==> src/rtl/nanoz80_uart.sv <==
// nano-z80 buffered UART: TX/RX FIFOs, fixed-baud 8N1 transmitter and receiver,
// and the status/control register set at I/O ports 0x70-0x73.

module nanoz80_uart_fifo #(
  parameter int DEPTH = 16
) (
  input  logic                   clk_i,
  input  logic                   rst_n_i,
  input  logic                   push_i,
  input  logic                   pop_i,
  input  logic                   flush_i,
  input  logic [7:0]             data_i,
  output logic [7:0]             data_o,
  output logic [$clog2(DEPTH):0] count_o,
  output logic                   empty_o
);
  localparam int AW = $clog2(DEPTH);
  localparam int CW = AW + 1;

  logic [7:0]    mem_q [DEPTH];
  logic [AW-1:0] wrPtr_q, wrPtr_d;
  logic [AW-1:0] rdPtr_q, rdPtr_d;
  logic [CW-1:0] count_q, count_d;
  logic          full;
  logic          doPush;
  logic          doPop;

  assign empty_o = (count_q == '0);
  assign full    = (count_q == CW'(DEPTH));
  assign doPop   = pop_i & ~empty_o;
  // A pop frees a slot in the same cycle, so a full FIFO still takes a push alongside it.
  assign doPush  = push_i & (~full | doPop);
  assign data_o  = mem_q[rdPtr_q];
  assign count_o = count_q;

  always_comb begin
    wrPtr_d = wrPtr_q;
    rdPtr_d = rdPtr_q;
    count_d = count_q;
    if (flush_i) begin
      wrPtr_d = '0;
      rdPtr_d = '0;
      count_d = '0;
    end else begin
      if (doPush) wrPtr_d = wrPtr_q + AW'(1);
      if (doPop) rdPtr_d = rdPtr_q + AW'(1);
      if (doPush && !doPop) count_d = count_q + CW'(1);
      else if (doPop && !doPush) count_d = count_q - CW'(1);
    end
  end

  always_ff @(posedge clk_i or negedge rst_n_i) begin
    if (!rst_n_i) begin
      wrPtr_q <= '0;
      rdPtr_q <= '0;
      count_q <= '0;
    end else begin
      wrPtr_q <= wrPtr_d;
      rdPtr_q <= rdPtr_d;
      count_q <= count_d;
    end
  end

  always_ff @(posedge clk_i) begin
    if (doPush && !flush_i) mem_q[wrPtr_q] <= data_i;
  end
endmodule

module nanoz80_uart #(
  parameter int CLK_HZ     = 27000000,
  parameter int BAUD       = 115200,
  parameter int FIFO_DEPTH = 16
) (
  input  logic       clk_i,
  input  logic       rst_n_i,
  input  logic       cs_i,
  input  logic       wr_n,
  input  logic       rd_n,
  input  logic [1:0] addr_i,
  input  logic [7:0] data_i,
  output logic [7:0] data_o,
  input  logic       uart_rx_i,
  output logic       uart_tx_o
);
  localparam int DIV  = CLK_HZ / BAUD;
  localparam int DW   = $clog2(DIV);
  localparam int HALF = DIV / 2;
  localparam int CW   = $clog2(FIFO_DEPTH) + 1;

  localparam logic [1:0] TX_IDLE  = 2'd0;
  localparam logic [1:0] TX_START = 2'd1;
  localparam logic [1:0] TX_DATA  = 2'd2;
  localparam logic [1:0] TX_STOP  = 2'd3;
  localparam logic [1:0] RX_IDLE  = 2'd0;
  localparam logic [1:0] RX_START = 2'd1;
  localparam logic [1:0] RX_DATA  = 2'd2;
  localparam logic [1:0] RX_STOP  = 2'd3;

  logic          wrActive, wrActive_q, wrEvent;
  logic          rdActive, rdActive_q, rdEvent;
  logic [1:0]    rdAddr_q;
  logic          ctrlWr, flushRx, flushTx, clrSticky;
  logic          txPush, txPop, txEmpty, txFull, txIdle;
  logic [7:0]    txHead;
  logic [CW-1:0] txCount;
  logic          rxPush, rxPop, rxEmpty, rxFull;
  logic [7:0]    rxHead;
  logic [CW-1:0] rxCount;

  logic [1:0]    txState_q, txState_d;
  logic [DW-1:0] txDiv_q, txDiv_d;
  logic [2:0]    txBit_q, txBit_d;
  logic [7:0]    txShift_q, txShift_d;
  logic          txLine_q, txLine_d;
  logic          txDone;

  logic [1:0]    rxSync_q;
  logic          rxPrev_q, rxS;
  logic [1:0]    rxState_q, rxState_d;
  logic [DW-1:0] rxDiv_q, rxDiv_d;
  logic [2:0]    rxBit_q, rxBit_d;
  logic [7:0]    rxShift_q, rxShift_d;
  logic          rxDone;
  logic          setOverrun, setFrameErr;
  logic          overrun_q, frameErr_q;
  logic [7:0]    status;

  // Writes act on the leading edge of the strobe; reads act on the trailing edge
  // so the returned data stays stable for the whole access.
  assign wrActive  = cs_i & ~wr_n;
  assign rdActive  = cs_i & ~rd_n;
  assign wrEvent   = wrActive & ~wrActive_q;
  assign rdEvent   = rdActive_q & ~rdActive;
  assign txPush    = wrEvent & (addr_i == 2'd0);
  assign ctrlWr    = wrEvent & (addr_i == 2'd2);
  assign flushRx   = ctrlWr & data_i[0];
  assign flushTx   = ctrlWr & data_i[1];
  assign clrSticky = ctrlWr & data_i[2];
  assign rxPop     = rdEvent & (rdAddr_q == 2'd0);
  assign txFull    = (txCount == CW'(FIFO_DEPTH));
  assign rxFull    = (rxCount == CW'(FIFO_DEPTH));
  assign txIdle    = txEmpty & (txState_q == TX_IDLE);
  assign txDone    = (txDiv_q == DW'(DIV - 1));
  assign rxDone    = (rxDiv_q == DW'(DIV - 1));
  assign rxS       = rxSync_q[1];
  assign uart_tx_o = txLine_q;
  assign status    = {3'b000, frameErr_q, overrun_q, txIdle, txFull, ~rxEmpty};

  nanoz80_uart_fifo #(.DEPTH(FIFO_DEPTH)) txFifo (
    .clk_i   (clk_i),
    .rst_n_i (rst_n_i),
    .push_i  (txPush),
    .pop_i   (txPop),
    .flush_i (flushTx),
    .data_i  (data_i),
    .data_o  (txHead),
    .count_o (txCount),
    .empty_o (txEmpty)
  );

  nanoz80_uart_fifo #(.DEPTH(FIFO_DEPTH)) rxFifo (
    .clk_i   (clk_i),
    .rst_n_i (rst_n_i),
    .push_i  (rxPush),
    .pop_i   (rxPop),
    .flush_i (flushRx),
    .data_i  (rxShift_d),
    .data_o  (rxHead),
    .count_o (rxCount),
    .empty_o (rxEmpty)
  );

  always_comb begin
    data_o = 8'h00;
    if (rdActive) begin
      case (addr_i)
        2'd0:    data_o = rxEmpty ? 8'h00 : rxHead;
        2'd1:    data_o = status;
        2'd3:    data_o = 8'(rxCount);
        default: data_o = 8'h00;
      endcase
    end
  end

  // A flush in the same cycle blocks the FSM from loading a byte the flush discards.
  always_comb begin
    txState_d = txState_q;
    txDiv_d   = txDiv_q;
    txBit_d   = txBit_q;
    txShift_d = txShift_q;
    txPop     = 1'b0;
    case (txState_q)
      TX_IDLE: begin
        if (!txEmpty && !flushTx) begin
          txState_d = TX_START;
          txDiv_d   = '0;
          txShift_d = txHead;
          txPop     = 1'b1;
        end
      end
      TX_START: begin
        txDiv_d = txDiv_q + DW'(1);
        if (txDone) begin
          txState_d = TX_DATA;
          txDiv_d   = '0;
          txBit_d   = '0;
        end
      end
      TX_DATA: begin
        txDiv_d = txDiv_q + DW'(1);
        if (txDone) begin
          txDiv_d   = '0;
          txShift_d = {1'b0, txShift_q[7:1]};
          txBit_d   = txBit_q + 3'd1;
          if (txBit_q == 3'd7) txState_d = TX_STOP;
        end
      end
      default: begin
        txDiv_d = txDiv_q + DW'(1);
        if (txDone) begin
          if (!txEmpty && !flushTx) begin
            txState_d = TX_START;
            txDiv_d   = '0;
            txShift_d = txHead;
            txPop     = 1'b1;
          end else begin
            txState_d = TX_IDLE;
          end
        end
      end
    endcase
  end

  always_comb begin
    case (txState_q)
      TX_START: txLine_d = 1'b0;
      TX_DATA:  txLine_d = txShift_q[0];
      default:  txLine_d = 1'b1;
    endcase
  end

  // Start is confirmed half a bit after the falling edge; data and stop bits
  // are then sampled one full bit apart, i.e. mid-bit.
  always_comb begin
    rxState_d   = rxState_q;
    rxDiv_d     = rxDiv_q;
    rxBit_d     = rxBit_q;
    rxShift_d   = rxShift_q;
    rxPush      = 1'b0;
    setOverrun  = 1'b0;
    setFrameErr = 1'b0;
    case (rxState_q)
      RX_IDLE: begin
        if (rxPrev_q && !rxS) begin
          rxState_d = RX_START;
          rxDiv_d   = '0;
        end
      end
      RX_START: begin
        rxDiv_d = rxDiv_q + DW'(1);
        if (rxDiv_q == DW'(HALF - 1)) begin
          rxDiv_d   = '0;
          rxBit_d   = '0;
          rxState_d = rxS ? RX_IDLE : RX_DATA;
        end
      end
      RX_DATA: begin
        rxDiv_d = rxDiv_q + DW'(1);
        if (rxDone) begin
          rxDiv_d   = '0;
          rxShift_d = {rxS, rxShift_q[7:1]};
          rxBit_d   = rxBit_q + 3'd1;
          if (rxBit_q == 3'd7) rxState_d = RX_STOP;
        end
      end
      default: begin
        rxDiv_d = rxDiv_q + DW'(1);
        if (rxDone) begin
          rxState_d = RX_IDLE;
          if (rxS) begin
            rxPush     = 1'b1;
            setOverrun = rxFull & ~rxPop;
          end else begin
            setFrameErr = 1'b1;
          end
        end
      end
    endcase
  end

  always_ff @(posedge clk_i or negedge rst_n_i) begin
    if (!rst_n_i) begin
      wrActive_q <= 1'b0;
      rdActive_q <= 1'b0;
      rdAddr_q   <= 2'd0;
      txState_q  <= TX_IDLE;
      txDiv_q    <= '0;
      txBit_q    <= '0;
      txShift_q  <= '0;
      txLine_q   <= 1'b1;
      rxSync_q   <= 2'b11;
      rxPrev_q   <= 1'b1;
      rxState_q  <= RX_IDLE;
      rxDiv_q    <= '0;
      rxBit_q    <= '0;
      rxShift_q  <= '0;
      overrun_q  <= 1'b0;
      frameErr_q <= 1'b0;
    end else begin
      wrActive_q <= wrActive;
      rdActive_q <= rdActive;
      if (rdActive) rdAddr_q <= addr_i;
      txState_q  <= txState_d;
      txDiv_q    <= txDiv_d;
      txBit_q    <= txBit_d;
      txShift_q  <= txShift_d;
      txLine_q   <= txLine_d;
      rxSync_q   <= {rxSync_q[0], uart_rx_i};
      rxPrev_q   <= rxS;
      rxState_q  <= rxState_d;
      rxDiv_q    <= rxDiv_d;
      rxBit_q    <= rxBit_d;
      rxShift_q  <= rxShift_d;
      overrun_q  <= (overrun_q & ~clrSticky) | setOverrun;
      frameErr_q <= (frameErr_q & ~clrSticky) | setFrameErr;
    end
  end
endmodule

==> config.mk <==
export PLATFORM = sky130hd
export DESIGN_NAME = nanoz80_uart
export DESIGN_NICKNAME = d
export VERILOG_FILES = /design/src/rtl/nanoz80_uart.sv
export SDC_FILE = /design/constraint.sdc
export NUM_CORES = 1
export LEC_CHECK = 0
export CORE_ASPECT_RATIO = 1.25
export CORE_MARGIN = 2
export CORE_UTILIZATION = 55
export DETAILED_ROUTE_END_ITERATION = 12
export PLACE_DENSITY = 0.72
export SLEW_MARGIN = 30
export SYNTH_ARGS = -nofsm -noshare
export SYNTH_HDL_FRONTEND = slang
export SYNTH_SLANG_ARGS = --single-unit
==> constraint.sdc <==
create_clock -name clk_i -period 4 [get_ports clk_i]
set_input_delay 0.8 -clock clk_i [delete_from_list [all_inputs] [get_ports clk_i]]
set_output_delay 0.8 -clock clk_i [all_outputs]
set_load 0.005 [all_outputs]
==> flow_summary_export.csv, run 1 <==
group,metric,value,unit
sta,period_minus_slack,3.808,ns
sta,rsz0062_at_grt,"no",
clocking,ctsHoldBuffers,0,
yosys,ys_async_sr_fraction,23.35,%
clocking,cts_inserted_buffers,35,
yosys,synth_ff_type,"edfxtp_1",
floorplanning,ioPinCount,25,
yosys,muxShareOfSynthArea,12.89,%
sta,final_hold_viol_count,0,
clocking,clk_latency,0.52,ns
yosys,ys_seq_area_share,67.22,%
final_layout,syn2layout_area_growth,13.88,%
global_route,grt_pass1_vias,7944,
route,viasPerCell,5.963,
yosys,synth_compound_area_share,6.480,%
clocking,cts_setup_buffers,0,
clocking,clock_sinks,334,
sta,max_clock_freq,0.2626,GHz
place,place_inst,1243,
setup_path,crit_slowest_cell,"dfrtp_4",
global_route,gr-max-usage-layer,"met2",
sta,setup_violations,0,
sta,fin_crit_sh,95.19,%
setup_path,cp.required,3.20,ns
yosys,syn-cell-area,14350,sq um
place,gp_congestion,0.7883,
yosys,synth-simple-area-share,7.666,%
setup_path,critPathTopFamily,"multiplexers",
global_route,use_met1,25.32,%
floorplanning,die_h,184.6,um
yosys,synthAdderAreaFrac,2.896,%
clocking,clockBufferDepth,3,
floorplanning,floorplan.rows,66,
yosys,ys_ff_latch,334,
place,dpl.hpwl,18460,um
setup_path,end_kind,"output port",
global_route,grtUsageMet3,3.193,%
final_layout,fillerInstances,1791,
clocking,htree_levels,2,
global_route,antenna_found_initial,0,
final_layout,drive_above_1_share,20.52,%
route,ant_nets,0,
pwr,p_per_area,523.2,nW/um^2
pwr,p_leak,6.018,nW
run,drv_cap,0,
sta,finalMaxSlewViolations,0,
final_layout,final_cells,1305,
yosys,ys_top_cells_by_area,"edfxtp_1 54%, dfrtp_1 13%, mux4_2 11%, ha_1 2.6%, nand2_1 1.3%",
yosys,synth_xor_xnor_area_share,1.038,%
setup_path,startpoint_type,"register",
global_route,grt_pass1_wl,43900,um
yosys,synth_edf_count,256,
setup_path,crit_type,"reg -> out",
sta,max_slew_margin,44.40,%
floorplanning,fp.dieW,148.5,um
status,status,"completed",
yosys,synth_nets,931,
setup_path,cpPeakStageDelay,0.62,ns
clocking,cts_tree,"yes",
final_layout,finish.net_count,988,
floorplanning,start_util,55.50,%
sta,worstMarginPinSlew,0.8309,ns
yosys,synth_top_family_by_area,"multiplexers",
floorplanning,die_area,27400,sq um
global_route,grt.total_usage,21.05,%
route,drc_errors,0,
place,io_buffers,24,
final_layout,diodes,0,
hold_path,hp-class,"in -> async",
clocking,clk_pin_slew,0.06,ns
yosys,synth_area_per_cell,16.25,sq um
setup_path,crit_chain,"buf_4 > mux4_2 > mux4_2 > nor2b_1 > clkdlybuf4s50_1",
pwr,peakVddDrop,0.5145,mV
sta,skew,0.02089,ns
yosys,syn_inst,883,
floorplanning,coreArea,25850,sq um
global_route,globalRouteMet2Util,39.11,%
route,vias,7782,
sta,tns,0,ns
setup_path,cpMostUsedCell,"mux4_2",
route,wl_per_cell,21.50,um
setup_path,cp_max_fo,14,
setup_path,worst-endpoint-arrival,3.01,ns
yosys,yosysMostFrequentCell,"edfxtp_1",
clocking,cts_root_buffer,"clkbuf_16",
route,drt_iter0_drc,512,
setup_path,cp.buffers_inverters,2,
yosys,ys_top_cells_by_count,"256 x edfxtp_1, 74 x dfrtp_1, 67 x mux4_2",
yosys,synth_top_area_cell,"edfxtp_1",
global_route,gr-total-overflow,0,
yosys,synth-warning-count,0,
yosys,synth_top_area_share,53.58,%
route,dr.pass1.iters,5,
global_route,grt_max_degree,40,
yosys,ys_types,69,
route,wirelength,28060,um
==> sequential cells by signal (all words and copies together), names as in the netlist, 2 cells and up <==
| signal | cells |
|---|---|
| rxFifo.mem_q | 128 |
| txFifo.mem_q | 128 |
| rxDiv_q | 8 |
| rxShift_q | 8 |
| txDiv_q | 8 |
| txShift_q | 8 |
| rxFifo.count_o | 5 |
| txFifo.count_o | 5 |
| rxFifo.rdPtr_q | 4 |
| rxFifo.wrPtr_q | 4 |
| txFifo.rdPtr_q | 4 |
| txFifo.wrPtr_q | 4 |
| rxBit_q | 3 |
| txBit_q | 3 |
| rdAddr_q | 2 |
| rxState_q | 2 |
| rxSync_q | 2 |
| txState_q | 2 |
==> power breakdown <==
group	internal, mW	switching, mW	leakage (nW)
logic	0.630	0.624	1.87
clock network	1.88	1.27	0.545
registers	3.85	0.297	3.61
total	6.35	2.19	6.02
==> through the flow <==
step / cell area [sq um] / worst slack [ns] / utilization, % / power, mW / hold slack (ns)
after global placement: 15170 / 0.3099 / 58.68 / 5.429 / 0.3466
final: 16340 / 0.1923 / 63.21 / 8.547 / 0.2430
after global routing: 16340 / 0.08083 / 63.21 / 8.914 / 0.2754
after CTS: 16290 / 0.03434 / 63.01 / 8.596 / 0.2618
after floorplan: 14350 / 0.7920 / - / 5.027 / 0.3452
after detailed placement: 15170 / 0.2279 / 58.68 / 5.449 / 0.3468
==> per-layer routing <==
metal	share of wire [%]	vias to the layer above
met5	0	-
met4	2.5	0
met3	3.9	47
met2	55	175
met1	38	3975
li1	-	3585
==> layout make-up <==
class	instances	area [sq um]	area share, %
clock buffer	47	952.2	5.828
clock inverter	15	167.7	1.026
inverter	22	82.58	0.5055
multi-input combinational	488	4522	27.68
sequential	334	9649	59.06
tap	340	425.4	2.604
timing repair buffer	59	538.0	3.293
==> final timing paths <==
kind | startpoint | end | slack, ns | cells after the start
hold / removal | rst_n_i | txShift_q[7] | 0.24 | 1
min in group clk_i | rxSync_q[0] | rxSync_q[1] | 0.35 | 0
max in group asynchronous | rst_n_i | rxSync_q[0] | 2.94 | 2
setup / recovery | rxFifo.rdPtr_q[0] | data_o[6] | 0.19 | 5
setup reg to reg | rxDiv_q[1] | rxFifo.count_o[4] | 0.94 | 12
hold reg to reg | rxSync_q[0] | rxSync_q[1] | 0.35 | 0
==> cells by family (layout without fill, tap and decap cells) <==
logic type,Yosys count,count (layout)
buffers and inverters,61,143
multiplexers,99,99
XOR/XNOR,17,17
adder cells (fa/ha/maj),32,32
AND/OR/NAND/NOR,209,209
AO/OA/AOI/OAI,131,131
flip-flops,334,334
==> timing repair <==
action                                  in CTS  in global routing
endpoints found under the setup margin       0                  3
gates resized for setup                      0                  1
hold endpoints to repair                     0                  0
==> cells in the final DEF, fill, tap and decap left out, drive strengths merged, types with 4 or more instances in the layout <==
cell,instances
a211oi,4
a21o,8
a21oi,33
a221oi,8
a22o,13
a22oi,4
and3,9
and4b,6
buf,36
clkbuf,47
clkdlybuf4s50,23
clkinv,9
dfrtp,74
dfstp,4
edfxtp,256
ha,30
inv,24
mux2,16
mux2i,16
mux4,67
nand2,49
nand2b,9
nand3,28
nor2,48
nor2b,13
nor3,14
nor4,10
nor4b,6
o211ai,4
o21ai,24
o22ai,16
or3,5
xnor2,11
xor2,6
Note: power is estimated with default switching activity, not from simulation.
==> run 2, diff against run 1 <==
--- a/config.mk
+++ b/config.mk
@@ -6,7 +6,7 @@
 export NUM_CORES = 1
 export LEC_CHECK = 0
 export CORE_ASPECT_RATIO = 1.25
-export CORE_MARGIN = 2
+export CORE_MARGIN = 3
 export CORE_UTILIZATION = 55
 export DETAILED_ROUTE_END_ITERATION = 12
 export PLACE_DENSITY = 0.72
==> constraint.sdc (replaced) <==
create_clock -name clk_i -period 3.7 [get_ports clk_i]
set_input_delay 0.74 -clock clk_i [delete_from_list [all_inputs] [get_ports clk_i]]
set_output_delay 0.74 -clock clk_i [all_outputs]
set_load 0.005 [all_outputs]
==> flow_summary_export.csv, run 2 (same netlist as run 1, synthesis figures left out) <==
group,metric,value,unit
status,status,"completed",
clocking,htree_levels,2,
clocking,clock_sinks,334,
global_route,use_met1,26.27,%
final_layout,diodes,0,
setup_path,crit_type,"reg -> out",
global_route,grt_pass1_vias,8035,
pwr,comb_power_share,14.9,%
global_route,grt.total_usage,20.51,%
sta,period_minus_slack,3.534,ns
setup_path,startpoint_type,"register",
sta,finalMaxSlewViolations,0,
pwr,peakVddDrop,0.4908,mV
floorplanning,die_area,28070,sq um
place,gp_congestion,0.8089,
final_layout,fillerInstances,1763,
global_route,antenna_found_initial,0,
global_route,grt_max_degree,65,
clocking,ctsHoldBuffers,0,
setup_path,end_kind,"output port",
sta,max_slew_margin,37.16,%
clocking,cts_inserted_buffers,34,
final_layout,final_cell_mix,"256 x edfxtp_1, 72 x dfrtp_1, 67 x mux4_2",
setup_path,cp_max_fo,12,
route,drt_iter0_drc,449,
clocking,cts_tree,"yes",
sta,setup_violations,0,
place,dp_slack,0.1123,ns
global_route,gr-total-overflow,0,
setup_path,worst-endpoint-arrival,2.79,ns
route,dr.pass1.iters,5,
route,drc_errors,0,
final_layout,syn2layout_area_growth,14.28,%
sta,worstMarginPinSlew,0.9391,ns
clocking,cts-resized-gates,0,
global_route,grtUsageMet3,3.328,%
run,drv_cap,0,
final_layout,reg_top3,"rxFifo.mem_q x128, txFifo.mem_q x128",
pwr,p_int,6.982,mW
sta,tns,0,ns
hold_path,hp-class,"in -> async",
sta,rsz0062_at_grt,"no",
floorplanning,start_util,56.36,%
floorplanning,coreArea,25460,sq um
clocking,cts_setup_buffers,0,
pwr,netSwitchingFraction,25.42,%
setup_path,reg2reg_slack,0.64,ns
final_layout,final_common_cell,"edfxtp_1",
clocking,clk_latency,0.52,ns
final_layout,finish.net_count,989,
floorplanning,fp.dieW,150.5,um
clocking,cts_root_buffer,"clkbuf_16",
sta,fin_ws,0.1656,ns
pwr,pwr-share-seq,47.2,%
global_route,grt_pass1_wl,44970,um
setup_path,reg2regPathDepth,12,
place,io_buffers,24,
final_layout,drive_above_1_share,21.20,%
setup_path,r2r-end,"rxFifo.count_o[4]",
global_route,globalRouteMet2Util,36.02,%
global_route,gr-max-usage-layer,"met2",
route,wirelength,27860,um
route,ant_nets,0,
sta,skew,0.01620,ns
floorplanning,die_h,186.6,um
place,dpl.hpwl,18510,um
clocking,clk_pin_slew,0.06,ns
route,vias,7844,
route,wl_per_cell,21.39,um
pwr,power.share.clock,37.8,%
sta,final_hold_viol_count,0,
pwr,p_sw,2.379,mW
pwr,p_per_area,571.0,nW/um^2
setup_path,reg2reg_from,"rxDiv_q[1]",
sta,fin_crit_sh,95.53,%
route,viasPerCell,6.025,
clocking,clockBufferDepth,3,
floorplanning,floorplan.rows,65,
floorplanning,ioPinCount,25,
pwr,p_leak,6.050,nW
sta,max_clock_freq,0.2829,GHz
setup_path,cp.required,2.96,ns
[run 2: cell types whose count changed in the layout (fill, tap and decap cells not counted), sizes merged]
cell and change:
buf +2, clkinvlp +1, inv +1, clkinv -2, clkbuf -1, bufinv +1
[run 2: layer usage]
layer  up-vias  wire (um)
met5         -          0
met2       169      14910
met1      4015      11050
met4         0        786
li1       3606          -
met3        54       1110
[run 2: worst max path at each step]
stage	from	end	depth (start not counted)
floorplan	wr_n	txFifo.mem_q[0][0]	5
global placement	cs_i	data_o[3]	7
detailed placement	cs_i	data_o[3]	7
CTS	cs_i	data_o[3]	7
global route	rxFifo.rdPtr_q[0]	data_o[0]	7
finish	rxFifo.rdPtr_q[3]	data_o[3]	5
[run 2: cell type report]
class | instances | area (sq um) | share of cell area (%)
Sequential cell | 334 | 9647 | 58.84
Multi-Input combinational cell | 488 | 4499 | 27.44
Clock buffer | 46 | 967.2 | 5.899
Timing Repair Buffer | 61 | 573.1 | 3.495
Tap cell | 335 | 419.2 | 2.557
Clock inverter | 16 | 206.4 | 1.259
Inverter | 22 | 82.58 | 0.5037
[run 2: per-stage QoR]
step / utilization [%] / cell area, sq um / hold slack (ns) / power [mW] / cells
after floorplan: - / 14350 / 0.3452 / 5.435 / 883
after global placement: 59.59 / 15170 / 0.3460 / 5.873 / 1239
after detailed placement: 59.59 / 15170 / 0.3482 / 5.892 / 1239
after CTS: 64.20 / 16340 / 0.3574 / 9.437 / 1301
after global routing: 64.40 / 16390 / 0.09032 / 9.770 / 1302
final: 64.40 / 16390 / 0.08714 / 9.361 / 1302
[run 2: power groups by stage]
stage | clock (mW) | combinational, mW | sequential, mW
global route | 3.78 | 1.55 | 4.45
floorplan | 0 | 1.08 | 4.35
detailed placement | 0 | 1.41 | 4.49
global placement | 0 | 1.38 | 4.49
finish | 3.54 | 1.40 | 4.42
CTS | 3.61 | 1.41 | 4.42
[run 2: worst max-delay path, cell delays in order (launching register included)]
cell,delay (ns)
dfrtp_1,0.78
mux4_2,0.41
mux2_2,0.29
a21oi_1,0.21
o22ai_1,0.11
clkdlybuf4s50_1,0.48
==> run 3, diff against run 2 <==
--- a/config.mk
+++ b/config.mk
@@ -9,7 +9,7 @@
 export CORE_MARGIN = 3
 export CORE_UTILIZATION = 55
 export DETAILED_ROUTE_END_ITERATION = 12
-export PLACE_DENSITY = 0.72
+export PLACE_DENSITY_LB_ADDON = 0.08
 export SLEW_MARGIN = 30
 export SYNTH_ARGS = -nofsm -noshare
 export SYNTH_HDL_FRONTEND = slang
==> flow_summary_export.csv, run 3 (same netlist as run 1, synthesis figures left out) <==
group,metric,value,unit
status,status,"completed",
floorplanning,die_area,28070,sq um
sta,max_slew_margin,43.65,%
pwr,power.share.clock,38.6,%
floorplanning,start_util,56.36,%
final_layout,final_cell_mix,"256 x edfxtp_1, 72 x dfrtp_1, 67 x mux4_2",
pwr,p_leak,6.122,nW
floorplanning,die_h,186.6,um
route,wl_per_cell,22.40,um
setup_path,end_kind,"output port",
run,drv_cap,0,
setup_path,cp_max_fo,13,
clocking,cts_root_buffer,"clkbuf_16",
setup_path,cp.required,2.96,ns
route,vias,7948,
setup_path,cp-startpoint,"rxFifo.rdPtr_q[0]",
pwr,peakVddDrop,0.4280,mV
clocking,cts_inserted_buffers,34,
global_route,grt_pass1_vias,8410,
route,viasPerCell,6.063,
place,dp_slack,0.09642,ns
route,drt_iter0_drc,493,
setup_path,crit_type,"reg -> out",
pwr,fin_total_pwr,9.559,mW
final_layout,fillerInstances,1725,
floorplanning,coreArea,25460,sq um
route,drc_errors,0,
pwr,p_per_area,581.5,nW/um^2
global_route,grt_max_degree,79,
clocking,cts_tree,"yes",
clocking,clk_latency,0.51,ns
hold_path,hp-class,"in -> async",
pwr,pwr-share-seq,46.0,%
setup_path,reg2reg_slack,0.60,ns
place,io_buffers,24,
setup_path,crit_slowest_cell,"mux4_2",
sta,skew,0.01908,ns
pwr,p_int,7.170,mW
sta,period_minus_slack,3.603,ns
setup_path,reg2reg_from,"rxDiv_q[1]",
sta,tns,0,ns
clocking,htree_levels,2,
sta,setup_violations,0,
final_layout,diodes,0,
clocking,clk_pin_slew,0.06,ns
route,wirelength,29370,um
sta,max_clock_freq,0.2775,GHz
final_layout,drive_above_1_share,21.62,%
floorplanning,floorplan.rows,65,
sta,finalMaxSlewViolations,0,
route,dr.pass1.iters,5,
place,gp_congestion,0.7991,
sta,fin_ws,0.09661,ns
clocking,clockBufferDepth,3,
global_route,grt.total_usage,21.82,%
sta,rsz0062_at_grt,"no",
sta,fin_crit_sh,97.39,%
sta,holdWs,0.2685,ns
setup_path,crit_chain,"buf_12 > buf_4 > mux4_2 > mux2_2 > a21oi_1 > o22ai_1 > clkdlybuf4s50_1",
global_route,grt_pass1_wl,47150,um
final_layout,fin_area,16440,sq um
route,ant_nets,0,
setup_path,reg2regPathDepth,11,
final_layout,final_common_cell,"edfxtp_1",
setup_path,worst-endpoint-arrival,2.86,ns
final_layout,finish.net_count,999,
sta,final_hold_viol_count,0,
setup_path,startpoint_type,"register",
clocking,clock_sinks,334,
setup_path,cp.buffers_inverters,3,
pwr,p_sw,2.389,mW
setup_path,critPathTopFamily,"buffers and inverters",
final_layout,syn2layout_area_growth,14.59,%
floorplanning,ioPinCount,25,
pwr,netSwitchingFraction,24.99,%
setup_path,cpPeakStageDelay,0.47,ns
setup_path,r2r-end,"rxFifo.count_o[4]",
place,dpl.hpwl,19900,um
sta,worstMarginPinSlew,0.8401,ns
place,placed_area,15170,sq um
setup_path,worst_setup_path_endpoint,"data_o[4]",
global_route,antenna_found_initial,1,
setup_path,crit_cells,7,
floorplanning,fp.dieW,150.5,um
pwr,comb_power_share,15.5,%
final_layout,reg_top3,"rxFifo.mem_q x128, txFifo.mem_q x128",
global_route,gr-total-overflow,0,
-- run 3: changes by cell type in the layout (fill, tap and decap cells not counted), moves of 2 or more --
cell / delta
buf_4: +11
bufinv_16: +3
clkbuf_8: -2
clkinv_1: -3
clkinv_2: +4
clkinv_8: +2
clkinvlp_4: -2
nor4b_1: +4
nor4b_2: -2
nor4b_4: -2
-- run 3: power by group through the flow --
| stage | combinational (mW) | clock, mW | sequential (mW) |
|---|---|---|---|
| after floorplan | 1.08 | 0 | 4.35 |
| after global placement | 1.39 | 0 | 4.45 |
| after detailed placement | 1.44 | 0 | 4.46 |
| after CTS | 1.45 | 3.76 | 4.39 |
| after global routing | 1.63 | 3.90 | 4.42 |
| final | 1.48 | 3.69 | 4.39 |
-- run 3: through the flow --
stage / instances / util [%]
finish: 1311 / 64.58
global route: 1311 / 64.58
global placement: 1244 / 59.56
detailed placement: 1244 / 59.58
CTS: 1305 / 64.39
floorplan: 883 / -
-- run 3: repair_timing --
action / in CTS / in global routing
hold buffers: 0 / 0
buffers inserted: 0 / 6
setup endpoints to repair: 0 / 1
resized for setup: 0 / 1
-- run 3: worst min-delay path by stage --
stage | startpoint | endpoint | slack, ns | cells after the start
floorplan | rxSync_q[0] | rxSync_q[1] | 0.35 | 0
global placement | rxSync_q[0] | rxSync_q[1] | 0.35 | 0
global route | rst_n_i | txFifo.wrPtr_q[1] | 0.34 | 1
CTS | rst_n_i | txFifo.wrPtr_q[0] | 0.31 | 1
detailed placement | rxSync_q[0] | rxSync_q[1] | 0.36 | 0
finish | rst_n_i | txFifo.wrPtr_q[1] | 0.27 | 1
-- run 3: per-layer routing --
layer / vias up / part of all wire [%] / GRT usage, %
met5: - / 0 / 0
met4: 0 / 3.5 / 7.394
met3: 65 / 3.4 / 2.745
met2: 189 / 56 / 40.10
met1: 4083 / 37 / 26.27
li1: 3611 / - / -
-- run 3: cell type report --
cell class / instances / area, sq um / share of cell area (%)
Clock buffer: 44 / 939.7 / 5.716
Clock inverter: 17 / 285.3 / 1.735
Inverter: 22 / 82.58 / 0.5023
Multi-Input combinational cell: 488 / 4447 / 27.05
Sequential cell: 334 / 9647 / 58.68
Tap cell: 335 / 419.2 / 2.550
Timing Repair Buffer: 71 / 619.3 / 3.767
